==> config.mk <==
export PLATFORM = sky130hd
export DESIGN_NAME = disp_arbiter
export DESIGN_NICKNAME = d
export VERILOG_FILES = /design/src/rtl/disp_arbiter_pkg.sv /design/src/rtl/disp_rr_pick.sv /design/src/rtl/disp_arbiter.sv
export SDC_FILE = /design/constraint.sdc
export NUM_CORES = 1
export LEC_CHECK = 0
export ABC_AREA = 1
export ABC_CLOCK_PERIOD_IN_PS = 3620
export CAP_MARGIN = 20
export CORE_ASPECT_RATIO = 0.9
export CORE_MARGIN = 2
export CORE_UTILIZATION = 47
export CTS_CLUSTER_DIAMETER = 30
export DETAILED_ROUTE_END_ITERATION = 8
export PLACE_DENSITY = 0.82
export SLEW_MARGIN = 15
export SYNTH_ARGS = -nofsm -noshare
export SYNTH_HDL_FRONTEND = slang
export SYNTH_SLANG_ARGS = --single-unit
==> constraint.sdc <==
create_clock -name clk -period 3.62 [get_ports clk]
set_input_delay 0.362 -clock clk [delete_from_list [all_inputs] [get_ports clk]]
set_output_delay 0.362 -clock clk [all_outputs]
set_load 0.01 [all_outputs]
==> src/rtl/disp_arbiter_pkg.sv <==
// rtl/disp_arbiter_pkg.sv - shared types and constants for the display arbiter
package disp_arbiter_pkg;

  localparam int NUM_REQ = 3;

  typedef enum logic [1:0] {
    IDLE = 2'd0,
    OWN  = 2'd1,
    GAP  = 2'd2
  } state_t;

  typedef logic [1:0] owner_t;

endpackage

==> src/rtl/disp_rr_pick.sv <==
// rtl/disp_rr_pick.sv - combinational round-robin winner selection
module disp_rr_pick
  import disp_arbiter_pkg::*;
(
  input  logic [NUM_REQ-1:0] req,
  input  owner_t             last_owner,
  output logic               found,
  output owner_t             winner
);

  // scan requesters starting just after the previous owner, first high bit wins
  always_comb begin
    int c;
    found  = 1'b0;
    winner = 2'd0;
    for (int k = 1; k <= NUM_REQ; k++) begin
      c = (int'(last_owner) + k) % NUM_REQ;
      if (!found && req[c]) begin
        found  = 1'b1;
        winner = owner_t'(c);
      end
    end
  end

endmodule

==> src/rtl/disp_arbiter.sv <==
// rtl/disp_arbiter.sv - round-robin display ownership arbiter with hold/preempt timer
module disp_arbiter
  import disp_arbiter_pkg::*;
#(
  parameter int HOLD_CYCLES = 8
) (
  input  logic        clk,
  input  logic        reset,
  input  logic [2:0]  req,
  input  logic [2:0]  upd,
  input  logic [15:0] data0,
  input  logic [15:0] data1,
  input  logic [15:0] data2,
  output logic [2:0]  gnt,
  output logic [3:0]  hex0,
  output logic [3:0]  hex1,
  output logic [3:0]  hex2,
  output logic [3:0]  hex3,
  output logic        disp_en
);

  localparam int CW = (HOLD_CYCLES > 1) ? $clog2(HOLD_CYCLES) : 1;
  localparam logic [CW-1:0] CNT_MAX = CW'(HOLD_CYCLES - 1);

  state_t        state;
  owner_t        last_owner;   // equals the current owner while in OWN
  logic [CW-1:0] cnt;

  logic          found;
  owner_t        winner;
  logic [15:0]   win_data;
  logic [15:0]   own_data;
  logic [2:0]    own_mask;
  logic          owner_req;
  logic          others;

  disp_rr_pick u_pick (
    .req        (req),
    .last_owner (last_owner),
    .found      (found),
    .winner     (winner)
  );

  // data muxes for the arbitration winner and for the current owner
  always_comb begin
    win_data = data0;
    own_data = data0;
    case (winner)
      2'd1:    win_data = data1;
      2'd2:    win_data = data2;
      default: win_data = data0;
    endcase
    case (last_owner)
      2'd1:    own_data = data1;
      2'd2:    own_data = data2;
      default: own_data = data0;
    endcase
  end

  // owner request and competing-request detection
  always_comb begin
    own_mask  = 3'b001 << last_owner;
    owner_req = |(req & own_mask);
    others    = |(req & ~own_mask);
  end

  // arbitration FSM with registered grant and display outputs
  always_ff @(posedge clk or posedge reset) begin
    if (reset) begin
      state                    <= IDLE;
      last_owner               <= 2'd2;
      cnt                      <= '0;
      gnt                      <= 3'b000;
      disp_en                  <= 1'b0;
      {hex3, hex2, hex1, hex0} <= 16'h0000;
    end else begin
      case (state)
        IDLE, GAP: begin
          if (found) begin
            state                    <= OWN;
            last_owner               <= winner;
            cnt                      <= '0;
            gnt                      <= 3'b001 << winner;
            disp_en                  <= 1'b1;
            {hex3, hex2, hex1, hex0} <= win_data;
          end else begin
            state                    <= IDLE;
            gnt                      <= 3'b000;
            disp_en                  <= 1'b0;
            {hex3, hex2, hex1, hex0} <= 16'h0000;
          end
        end
        OWN: begin
          if (!owner_req) begin
            // release wins over expiry when both happen together
            gnt     <= 3'b000;
            disp_en <= 1'b0;
            if (others) begin
              state <= GAP;
            end else begin
              state                    <= IDLE;
              {hex3, hex2, hex1, hex0} <= 16'h0000;
            end
          end else if (cnt == CNT_MAX && others) begin
            state   <= GAP;
            gnt     <= 3'b000;
            disp_en <= 1'b0;
          end else begin
            if (upd[last_owner]) begin
              {hex3, hex2, hex1, hex0} <= own_data;
            end
            if (cnt != CNT_MAX) begin
              cnt <= cnt + 1'b1;
            end
          end
        end
        default: begin
          state   <= IDLE;
          gnt     <= 3'b000;
          disp_en <= 1'b0;
        end
      endcase
    end
  end

endmodule

==> results.py, run 1 <==
metrics = {
    "placement": {
        "postPlaceCellArea_um2": 3060,
        "hpwl_mm": 4.96,
        "io_buffers": 75,
        "gp_congestion": 0.969,
    },
    "power_and_ir_drop": {
        "vdd_drop_max_mv": 0.474,
        "p_leak_nw": 1.51,
        "p_per_area_nw_per_um2": 1080,
    },
    "layout": {
        "fin_area_um2": 3120,
        "fin_nets": 506,
        "syn_to_final_growth_pct": 35.2,
        "drive_above_1_share_pct": 5.68,
        "post-route-util_pct": 65.0,
        "layout_commonest_cell": "nand2_1",
        "antenna_cells": 0,
        "layout_common_cells": "178 x nand2_1, 75 x clkdlybuf4s50_1, 43 x a21oi_1, 25 x dfrtp_1, 21 x nand3_1",
    },
    "clocking": {
        "clk_latency_ns": 0.28,
        "cts.clk_slew.worst_paths_ns": 0.10,
        "ctsHoldBuffers": 0,
        "numClockSinks": 26,
        "cts_setup_buffers": 0,
        "clock_path_buffers": 2,
        "cts_tree": "yes",
        "post_cts_resized": 0,
        "cts_buffers": 3,
        "cts_root_buf": "clkbuf_8",
        "htree_num_levels": 1,
    },
    "setup_path": {
        "cp_cell_sequence": "inv_1 -> ha_2 -> inv_1 -> nand2_1 -> nand2_1 -> nand2_1 -> nand2_1 -> nor2_1 -> nand3_1 -> nand2_1 -> inv_1 -> ha_1 -> clkinvlp_4 -> a21oi_1 -> a21oi_1 -> nand2_1 -> nand2_1 -> nand2_1 -> nand2_1",
        "startpoint_type": "flop",
        "cp-endpoint": "hex3[1]",
        "cp_data_required_time_ns": 3.79,
        "regToRegEndpoint": "hex3[1]",
        "cp_num_buf_inv": 4,
        "critPathKind": "flop to flop",
        "reg2reg_from": "last_owner[1]",
        "setup.worst_path.end_class": "flop",
        "r2r_slack_ns": 0.39,
        "startpoint": "last_owner[1]",
        "crit_top_cell": "nand2_1",
        "reg2reg_depth": 19,
        "cp_max_fo": 16,
        "slowest_delay_ns": 0.57,
        "crit_path_top_delay_cell": "dfstp_2",
        "path_depth": 19,
        "cp_top_family": "simple AND/OR/NAND/NOR gates",
        "arrival_ns": 3.40,
    },
    "floorplanning": {
        "core_area_um2": 4800,
        "die_h_um": 70.5,
        "start_util_pct": 48.1,
        "ios": 76,
        "row_count": 24,
        "die_w_um": 77.9,
        "die-area_um2": 5490,
    },
    "logic_synthesis": {
        "ys_seq_area_share_pct": 28.2,
        "synthFlopType": "dfrtp_1",
        "synth_cell_type_count": 21,
        "synth_warnings": 0,
        "postSynthAreaPerCell_um2": 6.15,
        "syn_inst": 376,
        "ys_ff_latch": 26,
        "yosys.area.top_type": "nand2_1",
        "synth_top_cell_area_share_pct": 28.9,
        "ys_top_cells_by_area": "nand2_1 29%, dfrtp_1 27%, a21oi_1 9.3%, o211ai_1 5.2%, ha_1 4.9%",
        "syn_nets": 441,
        "synthArstFlopShare_pct": 100,
        "netlist_area_um2": 2310,
        "synth_edf_count": 0,
    },
    "detailed_routing": {
        "drc": 0,
        "drt_iter0_markers": 267,
        "wl_mm": 7.18,
        "post_drt_wl_per_cell_um": 14.2,
        "final_antenna_net_count": 0,
        "drtPass1Iterations": 5,
        "via_per_inst": 5.51,
        "num_vias": 2783,
    },
    "sta": {
        "hold_violations": 0,
        "post-route-period-util_pct": 89.2,
        "tns_ns": 0,
        "setup_viol": 0,
        "tightest_slew_ns": 0.698,
        "rsz0062_at_grt": "no",
        "slew_headroom_pct": 53.4,
        "drv_slew": 0,
        "max_freq_mhz": 310,
        "finClkSkew_ns": 0.00645,
        "min_period_ns": 3.23,
    },
    "global_route": {
        "antenna_found_initial": 0,
        "grt_usage_pct": 26.5,
        "grt_pass1_wl_mm": 11.8,
        "grt_max_degree": 27,
        "grt_pass1_vias": 2587,
        "grt_overflow": 0,
    },
    "status": {
        "status": "finished, final reports clean",
    },
    "min_path": {
        "min_path_type": "input port to async pin",
    },
    "job": {
        "maxCapViolations": 0,
    },
}
[registers in the layout, summed over array words and instances, names as in the netlist]
signal,count
hex0,4
hex1,4
hex2,4
hex3,4
cnt,3
gnt,3
last_owner,2
state,2
[routing by layer]
metal / GRT usage (%) / up-vias / part of all wire [%]
met1: 35.4 / 1243 / 42
met2: 43.7 / 167 / 47
met4: 9.16 / 0 / 2.2
met3: 4.39 / 26 / 9.1
met5: 0 / - / 0
li1: - / 1347 / -
[area by class of cell]
cell class	count	area, µm²
Sequential cell	26	652
Multi-Input combinational cell	304	1450
Inverter	25	97.6
Clock buffer	4	45.0
Timing Repair Buffer	81	803
Fill cell	474	1680
Tap cell	65	81.3
[kinds of logic (layout without fill, tap and decap cells)]
logic type / Yosys count / after routing / synth area share [%]
AO/OA/AOI/OAI: 79 / 79 / 19.5
adder cells (fa/ha/maj): 9 / 9 / 4.87
buffers and inverters: 46 / 110 / 9.37
flip-flops: 26 / 26 / 28.2
AND/OR/NAND/NOR: 216 / 216 / 38.1
[report_power, final]
part	internal, mW	leakage [nW]	switching, mW
registers	0.433	0.333	0.0797
logic	0.964	1.15	1.73
clock network	0.0792	0.0228	0.102
[worst reg2reg max path, stage by stage (launching register included)]
cell        delay (ns)
dfstp_2           0.57
inv_1             0.09
ha_2              0.49
inv_1             0.09
nand2_1           0.09
nand2_1           0.06
nand2_1           0.07
nand2_1           0.07
nor2_1            0.15
nand3_1           0.08
nand2_1           0.11
inv_1             0.07
ha_1              0.34
clkinvlp_4        0.29
a21oi_1           0.21
a21oi_1           0.08
nand2_1           0.07
nand2_1           0.05
nand2_1           0.07
nand2_1           0.07
[through the flow]
| stage | power [mW] | worst slack, ns | instances | hold WS (ns) |
|---|---|---|---|---|
| after floorplan | 2.47 | 0.868 | 376 | 0.401 |
| after global placement | 3.08 | 0.502 | 500 | 0.463 |
| after detailed placement | 3.14 | 0.365 | 500 | 0.464 |
| after CTS | 3.33 | 0.344 | 504 | 0.490 |
| after global routing | 3.75 | 0.0413 | 505 | 0.380 |
| final | 3.39 | 0.390 | 505 | 0.345 |
[synth_stat cells, types with 4 or more instances]
master and n:
a21oi_1 43, o21ai_0 18, inv_1 22, o211ai_1 16, nor2_1 9, nand3_1 21, buf_2 8, nand2_1 178
clkbuf_1 6, ha_1 9, nand2_2 4, dfrtp_1 25
[worst min path at each step]
stage / cells after the start / startpoint / endpoint
floorplan: 1 / reset / cnt[0]
global placement: 2 / hex1[1] / hex1[1]
detailed placement: 2 / hex1[0] / hex1[0]
CTS: 2 / hex1[0] / hex1[0]
global route: 2 / reset / hex2[3]
finish: 2 / reset / hex2[3]
Note: power is estimated with default switching activity, not from simulation.
==> run 2: changes to the inputs <==
--- a/config.mk
+++ b/config.mk
@@ -14,7 +14,6 @@
 export CTS_CLUSTER_DIAMETER = 30
 export DETAILED_ROUTE_END_ITERATION = 8
 export PLACE_DENSITY = 0.82
-export SLEW_MARGIN = 15
 export SYNTH_ARGS = -nofsm -noshare
 export SYNTH_HDL_FRONTEND = slang
 export SYNTH_SLANG_ARGS = --single-unit
==> constraint.sdc (replaced) <==
create_clock -name clk -period 3.62 [get_ports clk]
set_input_delay 0.362 -clock clk [delete_from_list [all_inputs] [get_ports clk]]
set_output_delay 0.362 -clock clk [all_outputs]
set_load 0.05 [all_outputs]
==> results.py, run 2 (same netlist as run 1, synthesis figures left out) <==
metrics = {
    "sta": {
        "drv_slew": 0,
        "slew_headroom_pct": 53.5,
        "setup_viol": 0,
        "post-route-period-util_pct": 88.9,
        "hold_violations": 0,
        "rsz0062_at_grt": "no",
        "finClkSkew_ns": 0.00682,
        "min_period_ns": 3.22,
        "max_freq_mhz": 311,
        "tns_ns": 0,
        "tightest_slew_ns": 0.697,
    },
    "layout": {
        "fill_cells": 474,
        "antenna_cells": 0,
        "fin_nets": 506,
        "layout_commonest_cell": "nand2_1",
        "syn_to_final_growth_pct": 35.2,
        "layout_common_cells": "178 x nand2_1, 75 x clkdlybuf4s50_1, 43 x a21oi_1, 25 x dfrtp_1",
        "drive_above_1_share_pct": 5.68,
    },
    "placement": {
        "hpwl_mm": 4.96,
        "io_buffers": 75,
        "gp_congestion": 0.969,
    },
    "floorplanning": {
        "die_h_um": 70.5,
        "row_count": 24,
        "start_util_pct": 48.1,
        "die-area_um2": 5490,
        "die_w_um": 77.9,
        "ios": 76,
        "core_area_um2": 4800,
    },
    "setup_path": {
        "cp_max_fo": 16,
        "startpoint_type": "flop",
        "reg2reg_from": "last_owner[1]",
        "startpoint": "last_owner[1]",
        "setup.worst_path.end_class": "flop",
        "cp_data_required_time_ns": 3.80,
        "critPathKind": "flop to flop",
        "arrival_ns": 3.39,
    },
    "job": {
        "maxCapViolations": 0,
    },
    "detailed_routing": {
        "drc": 0,
        "via_per_inst": 5.45,
        "drt_iter0_markers": 267,
        "post_drt_wl_per_cell_um": 14.2,
        "final_antenna_net_count": 0,
        "drtPass1Iterations": 5,
        "num_vias": 2751,
        "wl_mm": 7.18,
    },
    "global_route": {
        "grt_pass1_wl_mm": 11.8,
        "grt_max_degree": 27,
        "grt_usage_pct": 26.5,
        "grt_overflow": 0,
        "grt_pass1_vias": 2587,
        "antenna_found_initial": 0,
    },
    "clocking": {
        "clock_path_buffers": 2,
        "cts_setup_buffers": 0,
        "numClockSinks": 26,
        "cts.clk_slew.worst_paths_ns": 0.10,
        "ctsHoldBuffers": 0,
        "post_cts_resized": 0,
        "htree_num_levels": 1,
        "clk_latency_ns": 0.28,
        "cts_buffers": 3,
        "cts_root_buf": "clkbuf_8",
        "cts_tree": "yes",
    },
    "min_path": {
        "min_path_type": "input port to async pin",
    },
    "status": {
        "status": "finished, final reports clean",
    },
}
run 2: worst max-delay path, stage by stage, from the launching register on:
cell and delay, ns:
dfstp_2 0.57, inv_1 0.09, ha_2 0.48, inv_1 0.08, nand2_1 0.09, nand2_1 0.05
nand2_1 0.07, nand2_1 0.07, nor2_1 0.15, nand3_1 0.08, nand2_1 0.11, inv_1 0.07
ha_1 0.34, clkinvlp_4 0.29, a21oi_1 0.21, a21oi_1 0.08, nand2_1 0.07, nand2_1 0.05
nand2_1 0.07, nand2_1 0.07
run 2: worst paths after layout:
check / slack (ns) / cells after the start / to
min: 0.42 / 2 / hex2[3]
max: 0.40 / 19 / hex3[1]
max in group asynchronous: 2.61 / 3 / last_owner[1]
min reg2reg: 0.49 / 2 / hex0[2]
max reg2reg: 0.40 / 19 / hex3[1]
min in group clk: 0.49 / 2 / hex0[2]
run 2: metrics by stage:
step / instances / worst slack, ns / instance area, µm² / util (%) / hold slack [ns]
3_3_place_gp: 500 / 0.502 / 3060 / 63.6 / 0.463
2_1_floorplan: 376 / 0.867 / 2310 / - / 0.401
5_1_grt: 505 / 0.0413 / 3120 / 65.0 / 0.471
6_report: 505 / 0.403 / 3120 / 65.0 / 0.418
4_1_cts: 504 / 0.344 / 3100 / 64.6 / 0.490
3_5_place_dp: 500 / 0.365 / 3060 / 63.6 / 0.464
run 2: layout make-up:
| type | instances | area, µm² | area share (%) |
|---|---|---|---|
| Clock buffer | 4 | 45.0 | 1.44 |
| Inverter | 25 | 97.6 | 3.12 |
| Multi-Input combinational cell | 304 | 1450 | 46.3 |
| Tap cell | 65 | 81.3 | 2.60 |
| Sequential cell | 26 | 652 | 20.9 |
| Timing Repair Buffer | 81 | 803 | 25.7 |
run 2: layer usage:
layer | track usage (%) | part of all wire [%] | vias to the layer above
li1 | - | - | 1348
met1 | 35.4 | 43 | 1236
met2 | 43.7 | 47 | 148
met3 | 4.39 | 8.6 | 19
met4 | 9.16 | 1.8 | 0
met5 | 0 | 0 | -
Power of run 2 is not shown: default switching activity piles up to over one toggle a cycle in this logic, so the estimate is an artifact.
==> run 3: changes to the inputs <==
--- a/config.mk
+++ b/config.mk
@@ -7,7 +7,7 @@
 export LEC_CHECK = 0
 export ABC_AREA = 1
 export ABC_CLOCK_PERIOD_IN_PS = 3620
-export CAP_MARGIN = 20
+export CAP_MARGIN = 15
 export CORE_ASPECT_RATIO = 0.9
 export CORE_MARGIN = 2
 export CORE_UTILIZATION = 47
==> results of run 3 <==
Same layout as run 2: the final DEF is identical, and so are final timing and power.
Power of run 3 is left out for the same reason.
